## config.mk

```make
export PLATFORM = sky130hd
export DESIGN_NAME = ahblite_subbus_nslave_flat
export DESIGN_NICKNAME = d
export VERILOG_FILES = /design/src/rtl/ahblite_subbus_nslave_if.sv /design/src/rtl/ahblite_subbus_nslave.sv /design/src/flat_wrapper.sv
export SDC_FILE = /design/constraint.sdc
export NUM_CORES = 1
export LEC_CHECK = 0
export BUFFER_PORTS_ARGS = -buffer_cell sky130_fd_sc_hd__buf_2
export CAP_MARGIN = 5
export CORE_AREA = 4 4 158 160
export CTS_CLUSTER_DIAMETER = 30
export DETAILED_ROUTE_END_ITERATION = 12
export DIE_AREA = 0 0 162 164
export HOLD_SLACK_MARGIN = 0.03
export SYNTH_ARGS = -nofsm -noshare
export SYNTH_HDL_FRONTEND = slang
export SYNTH_SLANG_ARGS = --single-unit
```

## constraint.sdc

```tcl
create_clock -name HCLK -period 3.75 [get_ports HCLK]
set_clock_uncertainty 0.1 [all_clocks]
set_input_delay 0.5625 -clock HCLK [delete_from_list [all_inputs] [get_ports HCLK]]
set_output_delay 0.5625 -clock HCLK [all_outputs]
set_load 0.03 [all_outputs]
```

## src/rtl/ahblite_subbus_nslave_if.sv

```systemverilog
// AHB-Lite sub-bus signal bundle: one upstream master port plus NSLV broadcast slave ports.
// master = the surrounding bus (upstream master and slave models); slave = the sub-bus itself.
interface ahblite_subbus_nslave_if #(
  parameter int NSLV = 5
);
  logic [31:0]        HADDR_M;
  logic [1:0]         HTRANS_M;
  logic               HWRITE_M;
  logic [2:0]         HSIZE_M;
  logic [2:0]         HBURST_M;
  logic [3:0]         HPROT_M;
  logic [31:0]        HWDATA_M;
  logic [31:0]        HRDATA_M;
  logic               HREADY_M;
  logic [1:0]         HRESP_M;

  logic [NSLV-1:0]    HSEL_S;
  logic [31:0]        HADDR_S;
  logic [1:0]         HTRANS_S;
  logic               HWRITE_S;
  logic [2:0]         HSIZE_S;
  logic [2:0]         HBURST_S;
  logic [3:0]         HPROT_S;
  logic [31:0]        HWDATA_S;
  logic               HREADY_S;
  logic [NSLV*32-1:0] HRDATA_S;
  logic [NSLV-1:0]    HREADYOUT_S;
  logic [NSLV*2-1:0]  HRESP_S;

  modport master (
    output HADDR_M, HTRANS_M, HWRITE_M, HSIZE_M, HBURST_M, HPROT_M, HWDATA_M,
    input  HRDATA_M, HREADY_M, HRESP_M,
    input  HSEL_S, HADDR_S, HTRANS_S, HWRITE_S, HSIZE_S, HBURST_S, HPROT_S, HWDATA_S, HREADY_S,
    output HRDATA_S, HREADYOUT_S, HRESP_S
  );

  modport slave (
    input  HADDR_M, HTRANS_M, HWRITE_M, HSIZE_M, HBURST_M, HPROT_M, HWDATA_M,
    output HRDATA_M, HREADY_M, HRESP_M,
    output HSEL_S, HADDR_S, HTRANS_S, HWRITE_S, HSIZE_S, HBURST_S, HPROT_S, HWDATA_S, HREADY_S,
    input  HRDATA_S, HREADYOUT_S, HRESP_S
  );
endinterface

```

## src/rtl/ahblite_subbus_nslave.sv

```systemverilog
// Single-master AHB-Lite interconnect fanning out to NSLV slaves, with a table-driven
// address map, a built-in two-cycle ERROR default slave and a sticky decode-error status.
module ahblite_subbus_nslave #(
  parameter int                 NSLV     = 5,
  parameter logic [NSLV*32-1:0] SLV_BASE = {NSLV{32'h0}},
  parameter logic [NSLV*32-1:0] SLV_MASK = {NSLV{32'hFFFF0000}}
) (
  input  logic                  HCLK,
  input  logic                  HRESETn,
  ahblite_subbus_nslave_if.slave bus,
  input  logic                  ERR_CLR,
  output logic                  ERR_IRQ,
  output logic [31:0]           ERR_ADDR
);

  localparam int              IDXW       = $clog2(NSLV + 1);
  localparam logic [IDXW-1:0] DS_IDX     = IDXW'(NSLV);
  localparam logic [1:0]      RESP_OKAY  = 2'b00;
  localparam logic [1:0]      RESP_ERROR = 2'b01;

  typedef enum logic [1:0] {DS_IDLE, DS_ERR1, DS_ERR2} ds_state_t;

  logic [IDXW-1:0] win;
  logic [IDXW-1:0] dsel;
  logic            dval;
  logic [NSLV-1:0] hsel;
  logic [31:0]     hrdata;
  logic            hready;
  logic [1:0]      hresp;
  logic            acc_err;
  ds_state_t       ds_state, ds_next;

  // Scan from the top down so the lowest matching index is the last write and wins.
  // NOTE: every variable assigned in always_comb gets a default first, so no path can infer a latch.
  always_comb begin
    win  = DS_IDX;
    hsel = '0;
    for (int i = NSLV - 1; i >= 0; i--) begin
      if ((bus.HADDR_M & SLV_MASK[32*i +: 32]) == SLV_BASE[32*i +: 32]) win = IDXW'(i);
    end
    for (int i = 0; i < NSLV; i++) begin
      if (win == IDXW'(i)) hsel[i] = 1'b1;
    end
  end

  assign bus.HSEL_S   = hsel;
  assign bus.HADDR_S  = bus.HADDR_M;
  assign bus.HTRANS_S = bus.HTRANS_M;
  assign bus.HWRITE_S = bus.HWRITE_M;
  assign bus.HSIZE_S  = bus.HSIZE_M;
  assign bus.HBURST_S = bus.HBURST_M;
  assign bus.HPROT_S  = bus.HPROT_M;
  assign bus.HWDATA_S = bus.HWDATA_M;
  assign bus.HREADY_S = hready;

  // Data-phase owner; the default slave answers whenever no real slave owns the phase.
  always_comb begin
    hrdata = '0;
    hready = (ds_state != DS_ERR1);
    hresp  = (ds_state == DS_IDLE) ? RESP_OKAY : RESP_ERROR;
    for (int i = 0; i < NSLV; i++) begin
      if (dsel == IDXW'(i)) begin
        hrdata = bus.HRDATA_S[32*i +: 32];
        hready = bus.HREADYOUT_S[i];
        hresp  = bus.HRESP_S[2*i +: 2];
      end
    end
  end

  assign bus.HRDATA_M = hrdata;
  assign bus.HREADY_M = hready;
  assign bus.HRESP_M  = hresp;

  assign acc_err = hready & bus.HTRANS_M[1] & (win == DS_IDX);

  // NOTE: sequential state uses non-blocking assignments so every register samples pre-edge values.
  always_ff @(posedge HCLK or negedge HRESETn) begin
    if (!HRESETn) begin
      dsel <= DS_IDX;
      dval <= 1'b0;
    end else if (hready) begin
      dsel <= win;
      dval <= bus.HTRANS_M[1];
    end
  end

  always_ff @(posedge HCLK or negedge HRESETn) begin
    if (!HRESETn) ds_state <= DS_IDLE;
    else          ds_state <= ds_next;
  end

  always_comb begin
    ds_next = ds_state;
    unique case (ds_state)
      DS_IDLE: if (acc_err) ds_next = DS_ERR1;
      DS_ERR1: ds_next = DS_ERR2;
      DS_ERR2: ds_next = acc_err ? DS_ERR1 : DS_IDLE;
      default: ds_next = DS_IDLE;
    endcase
  end

  // Only the first unmapped transfer since a clear is recorded; a clear beats a same-cycle set.
  always_ff @(posedge HCLK or negedge HRESETn) begin
    if (!HRESETn) begin
      ERR_IRQ  <= 1'b0;
      ERR_ADDR <= '0;
    end else if (ERR_CLR) begin
      ERR_IRQ  <= 1'b0;
      ERR_ADDR <= '0;
    end else if (acc_err && !ERR_IRQ) begin
      ERR_IRQ  <= 1'b1;
      ERR_ADDR <= bus.HADDR_M;
    end
  end

  // An ERROR data phase can only belong to an accepted transfer owned by the default slave.
  ds_owner_a: assert property (@(posedge HCLK) disable iff (!HRESETn)
    (ds_state != DS_IDLE) |-> (dsel == DS_IDX && dval));

endmodule

```

## src/flat_wrapper.sv

```systemverilog
// flat-port wrapper written by rule: the top's interface ports become plain ports
module ahblite_subbus_nslave_flat 
#(
  parameter int                 NSLV     = 5,
  parameter logic [NSLV*32-1:0] SLV_BASE = {NSLV{32'h0}},
  parameter logic [NSLV*32-1:0] SLV_MASK = {NSLV{32'hFFFF0000}}
)
  (HCLK, HRESETn, ERR_CLR, ERR_IRQ, ERR_ADDR, bus_HADDR_M, bus_HTRANS_M, bus_HWRITE_M, bus_HSIZE_M, bus_HBURST_M, bus_HPROT_M, bus_HWDATA_M, bus_HRDATA_M, bus_HREADY_M, bus_HRESP_M, bus_HSEL_S, bus_HADDR_S, bus_HTRANS_S, bus_HWRITE_S, bus_HSIZE_S, bus_HBURST_S, bus_HPROT_S, bus_HWDATA_S, bus_HREADY_S, bus_HRDATA_S, bus_HREADYOUT_S, bus_HRESP_S);
  ahblite_subbus_nslave_if #(.NSLV(NSLV)) bus_i ();
  input  logic HCLK;
  input  logic HRESETn;
  input  logic ERR_CLR;
  output logic ERR_IRQ;
  output logic [31:0] ERR_ADDR;
  input wire logic [$bits(bus_i.HADDR_M)-1:0] bus_HADDR_M;
  input wire logic [$bits(bus_i.HTRANS_M)-1:0] bus_HTRANS_M;
  input wire logic [$bits(bus_i.HWRITE_M)-1:0] bus_HWRITE_M;
  input wire logic [$bits(bus_i.HSIZE_M)-1:0] bus_HSIZE_M;
  input wire logic [$bits(bus_i.HBURST_M)-1:0] bus_HBURST_M;
  input wire logic [$bits(bus_i.HPROT_M)-1:0] bus_HPROT_M;
  input wire logic [$bits(bus_i.HWDATA_M)-1:0] bus_HWDATA_M;
  output wire logic [$bits(bus_i.HRDATA_M)-1:0] bus_HRDATA_M;
  output wire logic [$bits(bus_i.HREADY_M)-1:0] bus_HREADY_M;
  output wire logic [$bits(bus_i.HRESP_M)-1:0] bus_HRESP_M;
  output wire logic [$bits(bus_i.HSEL_S)-1:0] bus_HSEL_S;
  output wire logic [$bits(bus_i.HADDR_S)-1:0] bus_HADDR_S;
  output wire logic [$bits(bus_i.HTRANS_S)-1:0] bus_HTRANS_S;
  output wire logic [$bits(bus_i.HWRITE_S)-1:0] bus_HWRITE_S;
  output wire logic [$bits(bus_i.HSIZE_S)-1:0] bus_HSIZE_S;
  output wire logic [$bits(bus_i.HBURST_S)-1:0] bus_HBURST_S;
  output wire logic [$bits(bus_i.HPROT_S)-1:0] bus_HPROT_S;
  output wire logic [$bits(bus_i.HWDATA_S)-1:0] bus_HWDATA_S;
  output wire logic [$bits(bus_i.HREADY_S)-1:0] bus_HREADY_S;
  input wire logic [$bits(bus_i.HRDATA_S)-1:0] bus_HRDATA_S;
  input wire logic [$bits(bus_i.HREADYOUT_S)-1:0] bus_HREADYOUT_S;
  input wire logic [$bits(bus_i.HRESP_S)-1:0] bus_HRESP_S;
  assign bus_i.HADDR_M = bus_HADDR_M;
  assign bus_i.HTRANS_M = bus_HTRANS_M;
  assign bus_i.HWRITE_M = bus_HWRITE_M;
  assign bus_i.HSIZE_M = bus_HSIZE_M;
  assign bus_i.HBURST_M = bus_HBURST_M;
  assign bus_i.HPROT_M = bus_HPROT_M;
  assign bus_i.HWDATA_M = bus_HWDATA_M;
  assign bus_HRDATA_M = bus_i.HRDATA_M;
  assign bus_HREADY_M = bus_i.HREADY_M;
  assign bus_HRESP_M = bus_i.HRESP_M;
  assign bus_HSEL_S = bus_i.HSEL_S;
  assign bus_HADDR_S = bus_i.HADDR_S;
  assign bus_HTRANS_S = bus_i.HTRANS_S;
  assign bus_HWRITE_S = bus_i.HWRITE_S;
  assign bus_HSIZE_S = bus_i.HSIZE_S;
  assign bus_HBURST_S = bus_i.HBURST_S;
  assign bus_HPROT_S = bus_i.HPROT_S;
  assign bus_HWDATA_S = bus_i.HWDATA_S;
  assign bus_HREADY_S = bus_i.HREADY_S;
  assign bus_i.HRDATA_S = bus_HRDATA_S;
  assign bus_i.HREADYOUT_S = bus_HREADYOUT_S;
  assign bus_i.HRESP_S = bus_HRESP_S;
  ahblite_subbus_nslave #(.NSLV(NSLV), .SLV_BASE(SLV_BASE), .SLV_MASK(SLV_MASK)) u_core (.HCLK(HCLK), .HRESETn(HRESETn), .bus(bus_i), .ERR_CLR(ERR_CLR), .ERR_IRQ(ERR_IRQ), .ERR_ADDR(ERR_ADDR));
endmodule
```

==> impl_metrics.csv, run 1 <==
group,metric,value,unit
timing,layout_min_cycle_time,2.45,ns
place,placedCellCount,684,
synth,synthesis.area,2690,sq um
clock_network,h-tree-depth,2,
final_layout,final_nets,627,
grt,grt_util_met3,0.0306,
floorplan,floorplan.die.width,162,um
drt,wl_per_cell,11.6,um
synth,ys_seq_area_frac,0.335,
timing,timing_hold_violations_final,0,
worst_setup_path,worst_ep_required_time,3.09,ns
clock_network,clkLatencyLatePin,0.29,ns
clock_network,holdBufCountCts,0,
timing,setup-violations-final,0,
worst_setup_path,r2r_endpoint,"u_core.ERR_ADDR[22]",
grt,grt_pass1_wl,11.4,mm
worst_setup_path,startpoint_type,"input pin",
timing,clock.fmax,0.408,GHz
flow_run,max-cap-violations,0,
final_layout,insertedDiodeCount,0,
drt,total_iterations_of_the_first_detailed_routing_run,4,
clock_network,post_cts.resized_instances,0,
status,run_status,"finished, final reports clean",
worst_setup_path,worst-r2r-cell-count,5,
place,place.gp.congestion,0.720,
timing,unrepaired_setup_endpoints_after_global_routing,"false",
drt,num_vias,2054,
floorplan,start_util,0.115,
worst_setup_path,ff2ff_setup_slack,1.70,ns
grt,global_route_overflow,0,
clock_network,cts_tree,"done",
final_layout,mostFrequentLayoutCells,"sky130_fd_sc_hd__buf_2 (173), sky130_fd_sc_hd__nand2b_1 (61), sky130_fd_sc_hd__dfrtp_1 (35)",
worst_setup_path,crit_fanout,4,
clock_network,cts_num_sinks,36,
worst_setup_path,timing_worst_setup_path_type,"in -> out",
synth,postSynthRegisterBits,36,
drt,drtAntennaViolNets,0,
final_layout,finalNonFillerCells,692,
floorplan,placementRows,56,
timing,tightestPinTransition,0.925,ns
synth,asyncSetResetFlopFracSynth,1.00,
place,dp.final_hpwl,6.08,mm
floorplan,die_area,26600,sq um
power,max-vdd-ir-drop,131,uV
grt,grt_antenna_before_repair,2,
synth,yosys_warnings,0,
floorplan,core_area,23400,sq um
power,pwr_per_cell_area,347,nW/um^2
place,numPortBuffers,173,
clock_network,maximum_buffer_depth_of_the_clock_tree,2,
power,p_leak,1.71,nW
synth,postSynthAreaPerCell,9.47,sq um
synth,synth.distinct_cells,23,
drt,post_drt_via_cell_ratio,2.97,
clock_network,path_clk_slew,0.07,ns
worst_setup_path,r2r-start,"u_core.dsel[0]",
synth,synthCells,284,
clock_network,post-cts-setup-buffers,0,
timing,final_max_slew_viol_count,0,
drt,post-route-drc-count,0,
grt,number_of_global_route_vias_before_repair,1988,
timing,setup_tns,0,ns
synth,synth-edff-count,0,
grt,gr-usage-all-layers,0.0570,
drt,dr.first_iter.drc_count,41,
timing,min_period_over_period,0.653,
floorplan,design.portCount,406,
grt,groute.layer.met2.usage,0.0953,
drt,drt_wl_total,8.01,mm
timing,maxSlewHeadroom,0.383,
grt,top_usage_layer,"met2",
final_layout,syn_to_layout_area_delta,26.7,%
floorplan,die-height,164,um
timing,final.hold.worst_slack,0.308,ns
clock_network,cts_root_buf,"sky130_fd_sc_hd__clkbuf_16",
final_layout,mostFrequentLayoutCell,"sky130_fd_sc_hd__buf_2",
clock_network,tritoncts.num_buffers,5,
worst_setup_path,critical_path_arrival,1.79,ns
synth,dominantRegCellSynth,"sky130_fd_sc_hd__dfrtp_1",
worst_setup_path,worstSetupEndpointType,"primary output",
min_path,holdCritPathClass,"in -> async",
grt,grt_start_max_net_pins,66,
final_layout,post_route_cells_drive_above_1_share,0.501,
grt,globalRouteMet1Util,0.0603,
## area by class of cell
| class | instances | area [sq um] |
|---|---|---|
| Clock inverter | 2 | 13.8 |
| Fill cell | 2695 | 20000 |
| Inverter | 1 | 5.00 |
| Tap cell | 319 | 399 |
| Multi-Input combinational cell | 153 | 1070 |
| Sequential cell | 36 | 902 |
| Timing Repair Buffer | 175 | 881 |
| Clock buffer | 6 | 139 |
## per-layer routing
layer	wire length, um	share of wire	vias to the layer above
met2	3860	0.48	105
met4	178	0.022	4
met1	2950	0.37	938
li1	-	-	982
met3	1000	0.13	25
met5	21	0.0026	-
## logic make-up (layout without fill, tap and decap cells)
family	Yosys count	after routing	share of synthesized area
buffers and inverters	98	184	0.274
and+or+nand+nor	111	111	0.259
muxes	32	32	0.119
AOI/OAI and AO/OA	6	6	0.0112
DFF	36	36	0.335
other	1	4	0.00139
## worst max-delay path, stage by stage
cell and delay (ns):
sky130_fd_sc_hd__buf_2 0.11, sky130_fd_sc_hd__nor4_1 0.35, sky130_fd_sc_hd__nand4_1 0.36, sky130_fd_sc_hd__clkinv_2 0.18, sky130_fd_sc_hd__buf_2 0.21
## worst max path at each step
stage / start / to / depth (start not counted)
final: bus_HADDR_M[30] / bus_HSEL_S[0] / 5
after global routing: bus_HADDR_M[30] / bus_HSEL_S[0] / 5
after CTS: bus_HADDR_M[17] / bus_HSEL_S[0] / 5
after detailed placement: bus_HADDR_M[17] / u_core.ERR_ADDR[20] / 7
after global placement: bus_HADDR_M[30] / bus_HSEL_S[0] / 5
after floorplan: u_core.dsel[0] / bus_HREADY_S / 4
## stage by stage
stage          utilization  power [W]  instance area [sq um]  worst slack [ns]
6_report             0.146    0.00118                   3410              1.30
5_1_grt              0.146    0.00127                   3410              1.15
4_1_cts              0.146    0.00123                   3410              1.25
3_5_place_dp         0.139   0.000734                   3250              1.25
3_3_place_gp         0.139   0.000731                   3250              1.28
2_1_floorplan            -   0.000745                   2700              1.44
## state kept, by name, summed over array words and instances, names as in the netlist
signal           cells
u_core.dsel          1
u_core.ERR_ADDR     32
u_core.ds_state      2
u_core.ERR_IRQ       1
## synthesized netlist by cell type, types with 2 or more instances
cell                       count  area, sq um
sky130_fd_sc_hd__buf_4        83          623
sky130_fd_sc_hd__nand2b_1     61          382
sky130_fd_sc_hd__dfrtp_1      35          876
sky130_fd_sc_hd__nor2b_1      33          206
sky130_fd_sc_hd__mux2i_1      32          320
sky130_fd_sc_hd__clkbuf_1      9         33.8
sky130_fd_sc_hd__a21oi_1       4         20.0
sky130_fd_sc_hd__nor2_1        4         15.0
sky130_fd_sc_hd__buf_12        3         60.1
sky130_fd_sc_hd__nor4_1        3         18.8
sky130_fd_sc_hd__or2b_1        3         22.5
sky130_fd_sc_hd__nand2_1       2         7.51
sky130_fd_sc_hd__o21ai_0       2         10.0
## report_power, final
group | switching (W) | internal [W]
logic | 0.000187 | 0.000104
clock network | 0.000198 | 0.000267
registers | 0.0000140 | 0.000414
total | 0.000399 | 0.000785
Note: power is estimated with default switching activity, not from simulation.
==> run 2: changes to the inputs <==
- clock period: 3.75 -> 2.3 ns (I/O delays scaled with it)
==> run 2 against run 1 <==
Compared with the run above: design area rose by 2.1%; non-clock buffer count rose by 6; sequential share of layout area fell by 0.53 points; via count rose by 0.24%; worst hold slack got worse by 0.13 ns; largest cell class unchanged; largest power group unchanged.
==> impl_metrics.csv, run 2 (synthesis results as in run 1) <==
group,metric,value,unit
power,power.total,0.00191,W
clock_network,maximum_buffer_depth_of_the_clock_tree,2,
clock_network,h-tree-depth,2,
floorplan,start_util,0.115,
final_layout,post_route_cells_drive_above_1_share,0.504,
final_layout,multi_input_comb_area,1070,sq um
final_layout,syn_to_layout_area_delta,29.3,%
timing,min_period_over_period,0.907,
final_layout,largest_register_ffs,32,
floorplan,placementRows,56,
drt,wl_per_cell,11.4,um
timing,clock.fmax,0.480,GHz
drt,dr.first_iter.drc_count,66,
place,placedCellCount,689,
drt,post_drt_via_cell_ratio,2.95,
power,p_leak,1.74,nW
final_layout,insertedDiodeCount,0,
worst_setup_path,critical_path_arrival,1.64,ns
worst_setup_path,startpoint_type,"register",
clock_network,post_cts.resized_instances,0,
flow_run,max-cap-violations,0,
grt,gr-usage-all-layers,0.0574,
final_layout,top_register,"u_core.ERR_ADDR",
final_layout,mostFrequentLayoutCells,"sky130_fd_sc_hd__buf_2 (173), sky130_fd_sc_hd__nand2b_1 (61), sky130_fd_sc_hd__dfrtp_1 (35)",
floorplan,design.portCount,406,
drt,post-route-drc-count,0,
worst_setup_path,ff2ff_setup_slack,0.39,ns
clock_network,cts_tree,"done",
floorplan,core_area,23400,sq um
clock_network,cts_num_sinks,36,
worst_setup_path,worst_ep_required_time,1.86,ns
timing,timing_hold_violations_final,0,
clock_network,post-cts-setup-buffers,0,
final_layout,reg_area,902,sq um
place,dp.final_hpwl,6.48,mm
clock_network,cts_root_buf,"sky130_fd_sc_hd__clkbuf_16",
worst_setup_path,crit_fanout,38,
power,pwr_per_cell_area,550,nW/um^2
grt,grt_pass1_wl,11.6,mm
floorplan,die-height,164,um
drt,drt_wl_total,7.96,mm
timing,final.hold.worst_slack,0.174,ns
drt,drtAntennaViolNets,0,
timing,final_max_slew_viol_count,0,
grt,number_of_global_route_vias_before_repair,2066,
clock_network,holdBufCountCts,1,
power,max-vdd-ir-drop,305,uV
floorplan,floorplan.die.width,162,um
final_layout,fin_util,0.149,
min_path,holdCritPathClass,"in -> reg",
place,place.gp.congestion,0.714,
place,numPortBuffers,173,
timing,unrepaired_setup_endpoints_after_global_routing,"false",
final_layout,final_nets,633,
worst_setup_path,worstSetupEndpointType,"primary output",
timing,setup_tns,0,ns
drt,num_vias,2059,
timing,layout_min_cycle_time,2.09,ns
floorplan,die_area,26600,sq um
worst_setup_path,timing_worst_setup_path_type,"reg -> out",
final_layout,mostFrequentLayoutCell,"sky130_fd_sc_hd__buf_2",
drt,total_iterations_of_the_first_detailed_routing_run,4,
timing,setup-violations-final,0,
final_layout,finalNonFillerCells,698,
grt,grt_start_max_net_pins,39,
clock_network,tritoncts.num_buffers,5,
grt,global_route_overflow,0,
status,run_status,"finished, final reports clean",
clock_network,path_clk_slew,0.06,ns
clock_network,clkLatencyLatePin,0.29,ns
final_layout,reg_top3,"u_core.ERR_ADDR x32, u_core.ds_state x2",
final_layout,final.fill_count,2699,
grt,grt_antenna_before_repair,2,
## run 2: cell count changes in the layout (fill, tap and decap cells not counted)
cell                            delta
sky130_fd_sc_hd__clkbuf_1          +1
sky130_fd_sc_hd__buf_4             +3
sky130_fd_sc_hd__clkinvlp_4        +1
sky130_fd_sc_hd__clkinv_2          -1
sky130_fd_sc_hd__inv_6             -1
sky130_fd_sc_hd__buf_12            +2
sky130_fd_sc_hd__dlygate4sd3_1     +1
## run 2: layout make-up
| class | instances | area share |
|---|---|---|
| clock buffers | 7 | 0.0410 |
| clock inverters | 1 | 0.00216 |
| inverters | 1 | 0.00144 |
| multi-input cells | 153 | 0.307 |
| flip-flops and latches | 36 | 0.259 |
| well taps | 319 | 0.115 |
| repair buffers | 181 | 0.274 |
## run 2: per-stage QoR
stage / worst slack [ns] / cell area (sq um)
2_1_floorplan: 0.210 / 2700
3_3_place_gp: 0.218 / 3320
3_5_place_dp: 0.208 / 3320
4_1_cts: 0.152 / 3480
5_1_grt: 0.0701 / 3480
6_report: 0.215 / 3480
## run 2: where the power goes
part | total, W | switching (W) | internal (W)
Combinational | 0.000493 | 0.000309 | 0.000183
Clock | 0.000720 | 0.000288 | 0.000432
Sequential | 0.000699 | 0.0000231 | 0.000676
Total | 0.00191 | 0.000620 | 0.00129
## run 2: worst max-delay path: stages, from the launching register on
cell	delay (ns)
sky130_fd_sc_hd__dfstp_2	0.54
sky130_fd_sc_hd__buf_4	0.32
sky130_fd_sc_hd__nor2_1	0.07
sky130_fd_sc_hd__a21oi_1	0.18
sky130_fd_sc_hd__buf_2	0.23
## run 2: final timing paths
kind,depth (start not counted),end,startpoint
worst min register to register,1,u_core.ds_state[0],u_core.ds_state[0]
worst max register to register,5,u_core.ERR_ADDR[0],u_core.dsel[0]
max in group asynchronous,3,u_core.ERR_ADDR[11],HRESETn
worst max-delay path,4,bus_HREADY_S,u_core.dsel[0]
min in group asynchronous,2,u_core.ERR_ADDR[16],HRESETn
worst min-delay path,3,u_core.dsel[0],bus_HREADYOUT_S[0]
## run 2: per-layer routing
layer	track usage	part of all wire	vias to the layer above
li1	-	-	997
met2	0.0949	0.48	109
met1	0.0572	0.36	924
met4	0.0261	0.026	4
met5	0	0.0036	-
met3	0.0364	0.14	25
==> run 3: changes to the inputs <==
- RECOVER_POWER: default -> 25
==> run 3 against run 2 <==
Compared with the run above: total power is essentially flat; critical path type unchanged; largest power group unchanged; first-iteration DRC count is the same; sequential cell count is the same; maximum frequency is the same; sequential share of layout area is essentially flat; global-route usage is the same; highest routed layer unchanged; routed wire length is the same; core utilization is essentially flat; die area is the same; register-to-register slack is essentially flat; critical path depth is the same.
==> impl_metrics.csv, run 3 (synthesis results as in run 1) <==
group,metric,value,unit
worst_setup_path,worst_ep_required_time,1.86,ns
final_layout,post_route_cells_drive_above_1_share,0.501,
drt,route.met2.wl,3.81,mm
worst_setup_path,cells_along_the_critical_path,"buf_4 > nor2_1 > a21oi_1 > buf_2",
final_layout,final_nets,633,
drt,post-route-drc-count,0,
grt,grt_pass1_wl,11.6,mm
clock_network,cts_root_buf,"sky130_fd_sc_hd__clkbuf_16",
min_path,holdCritPathClass,"in -> reg",
drt,routedLengthMet1,2.83,mm
place,dpl_cell_area,3320,sq um
final_layout,mostFrequentLayoutCell,"sky130_fd_sc_hd__buf_2",
power,pwr_per_cell_area,550,nW/um^2
final_layout,top_register,"u_core.ERR_ADDR",
worst_setup_path,critical_path_arrival,1.64,ns
grt,gr-usage-all-layers,0.0574,
grt,grt_antenna_before_repair,2,
final_layout,syn_to_layout_area_delta,29.2,%
floorplan,die-height,164,um
floorplan,design.portCount,406,
power,p_leak,1.74,nW
worst_setup_path,critPathMaxStageDelay,0.54,ns
clock_network,maximum_buffer_depth_of_the_clock_tree,2,
timing,clock.fmax,0.480,GHz
floorplan,floorplan.die.width,162,um
worst_setup_path,cpLargestDelayFamily,"buffers and inverters",
worst_setup_path,crit_fanout,38,
place,numPortBuffers,173,
place,place.gp.congestion,0.714,
clock_network,tritoncts.num_buffers,5,
worst_setup_path,worstSetupEndpointType,"primary output",
worst_setup_path,timing.critical_path.slowest_stage_cell,"sky130_fd_sc_hd__dfstp_2",
drt,drtAntennaViolNets,0,
final_layout,final_instance_area,3480,sq um
timing,unrepaired_setup_endpoints_after_global_routing,"false",
floorplan,placementRows,56,
drt,dr.max_layer_used,"met5",
floorplan,start_util,0.115,
final_layout,insertedDiodeCount,0,
drt,post_drt_via_cell_ratio,2.95,
final_layout,final.fill_count,2700,
timing,tightestPinTransition,1.10,ns
place,dp.final_hpwl,6.48,mm
power,max-vdd-ir-drop,305,uV
timing,setup_tns,0,ns
drt,dr.first_iter.drc_count,66,
clock_network,path_clk_slew,0.06,ns
clock_network,cts_num_sinks,36,
drt,total_iterations_of_the_first_detailed_routing_run,4,
flow_run,max-cap-violations,0,
min_path,holdCritStartpoint,"bus_HREADYOUT_S[0]",
clock_network,h-tree-depth,2,
drt,drt_wl_total,7.96,mm
timing,maxSlewHeadroom,0.265,
worst_setup_path,critical_path.n_buffers_inverters,2,
worst_setup_path,timing_worst_setup_path_type,"reg -> out",
clock_network,post_cts.resized_instances,0,
timing,layout_min_cycle_time,2.09,ns
timing,setup-violations-final,0,
grt,grt_start_max_net_pins,39,
floorplan,core_area,23400,sq um
worst_setup_path,r2r-start,"u_core.dsel[0]",
drt,wl_per_cell,11.4,um
timing,final_max_slew_viol_count,0,
drt,met3RoutedLength,1.08,mm
grt,number_of_global_route_vias_before_repair,2066,
floorplan,die_area,26600,sq um
final_layout,largest_register_ffs,32,
final_layout,reg_area,902,sq um
final_layout,mostFrequentLayoutCells,"sky130_fd_sc_hd__buf_2 (172), sky130_fd_sc_hd__nand2b_1 (61), sky130_fd_sc_hd__dfrtp_1 (35)",
status,run_status,"finished, final reports clean",
timing,final.hold.worst_slack,0.174,ns
drt,num_vias,2059,
final_layout,reg_top3,"u_core.ERR_ADDR x32, u_core.ds_state x2",
clock_network,cts_tree,"done",
worst_setup_path,critical_path.startpoint,"u_core.dsel[0]",
timing,timing_hold_violations_final,0,
grt,global_route_overflow,0,
clock_network,clkLatencyLatePin,0.29,ns
worst_setup_path,startpoint_type,"register",
final_layout,multi_input_comb_area,1070,sq um
timing,min_period_over_period,0.907,
[run 3: cell types whose count changed in the layout (fill, tap and decap cells not counted)]
cell / previous run / this run
sky130_fd_sc_hd__clkbuf_1: 1 / 2
sky130_fd_sc_hd__buf_2: 173 / 172
[run 3: metrics by stage]
step	power [W]	std cells	utilization	setup slack, ns
final	0.00191	698	0.149	0.215
after global routing	0.00204	698	0.149	0.0701
after global placement	0.00121	689	0.142	0.218
after floorplan	0.00122	287	-	0.210
after detailed placement	0.00121	689	0.142	0.208
after CTS	0.00198	698	0.149	0.152
[run 3: routing by layer]
layer | up-vias | GRT usage
li1 | 997 | -
met1 | 924 | 0.0572
met5 | - | 0
met4 | 4 | 0.0261
met2 | 109 | 0.0949
met3 | 25 | 0.0364
[run 3: tightest hold or removal path: cells and delay by family]
kind          cells  cell delay, ns
buf+inv           1            0.11
simple gates      2            0.10
[run 3: area by class of cell]
class	instances	share of cell area
Clock buffer	7	0.0410
Clock inverter	1	0.00216
Timing Repair Buffer	181	0.274
Sequential cell	36	0.260
Inverter	1	0.00144
Tap cell	319	0.115
Multi-Input combinational cell	153	0.307
[run 3: worst paths after layout]
kind / to / slack (ns) / cells after the start
setup / recovery: bus_HREADY_S / 0.21 / 4
hold reg to reg: u_core.ds_state[0] / 0.35 / 1
max in group asynchronous: u_core.ERR_ADDR[11] / 0.63 / 3
setup reg to reg: u_core.ERR_ADDR[0] / 0.39 / 5
min in group asynchronous: u_core.ERR_ADDR[16] / 0.68 / 2
hold / removal: u_core.dsel[0] / 0.17 / 3
[run 3: timing repair]
action | in CTS | in global routing
setup buffers | 0 | 0
endpoints found under the hold margin | 15 | 0
hold buffers | 1 | 0
[run 3: where the power goes]
group	internal, W	switching (W)
sequential	0.000676	0.0000231
combinational	0.000183	0.000309
clock	0.000432	0.000288
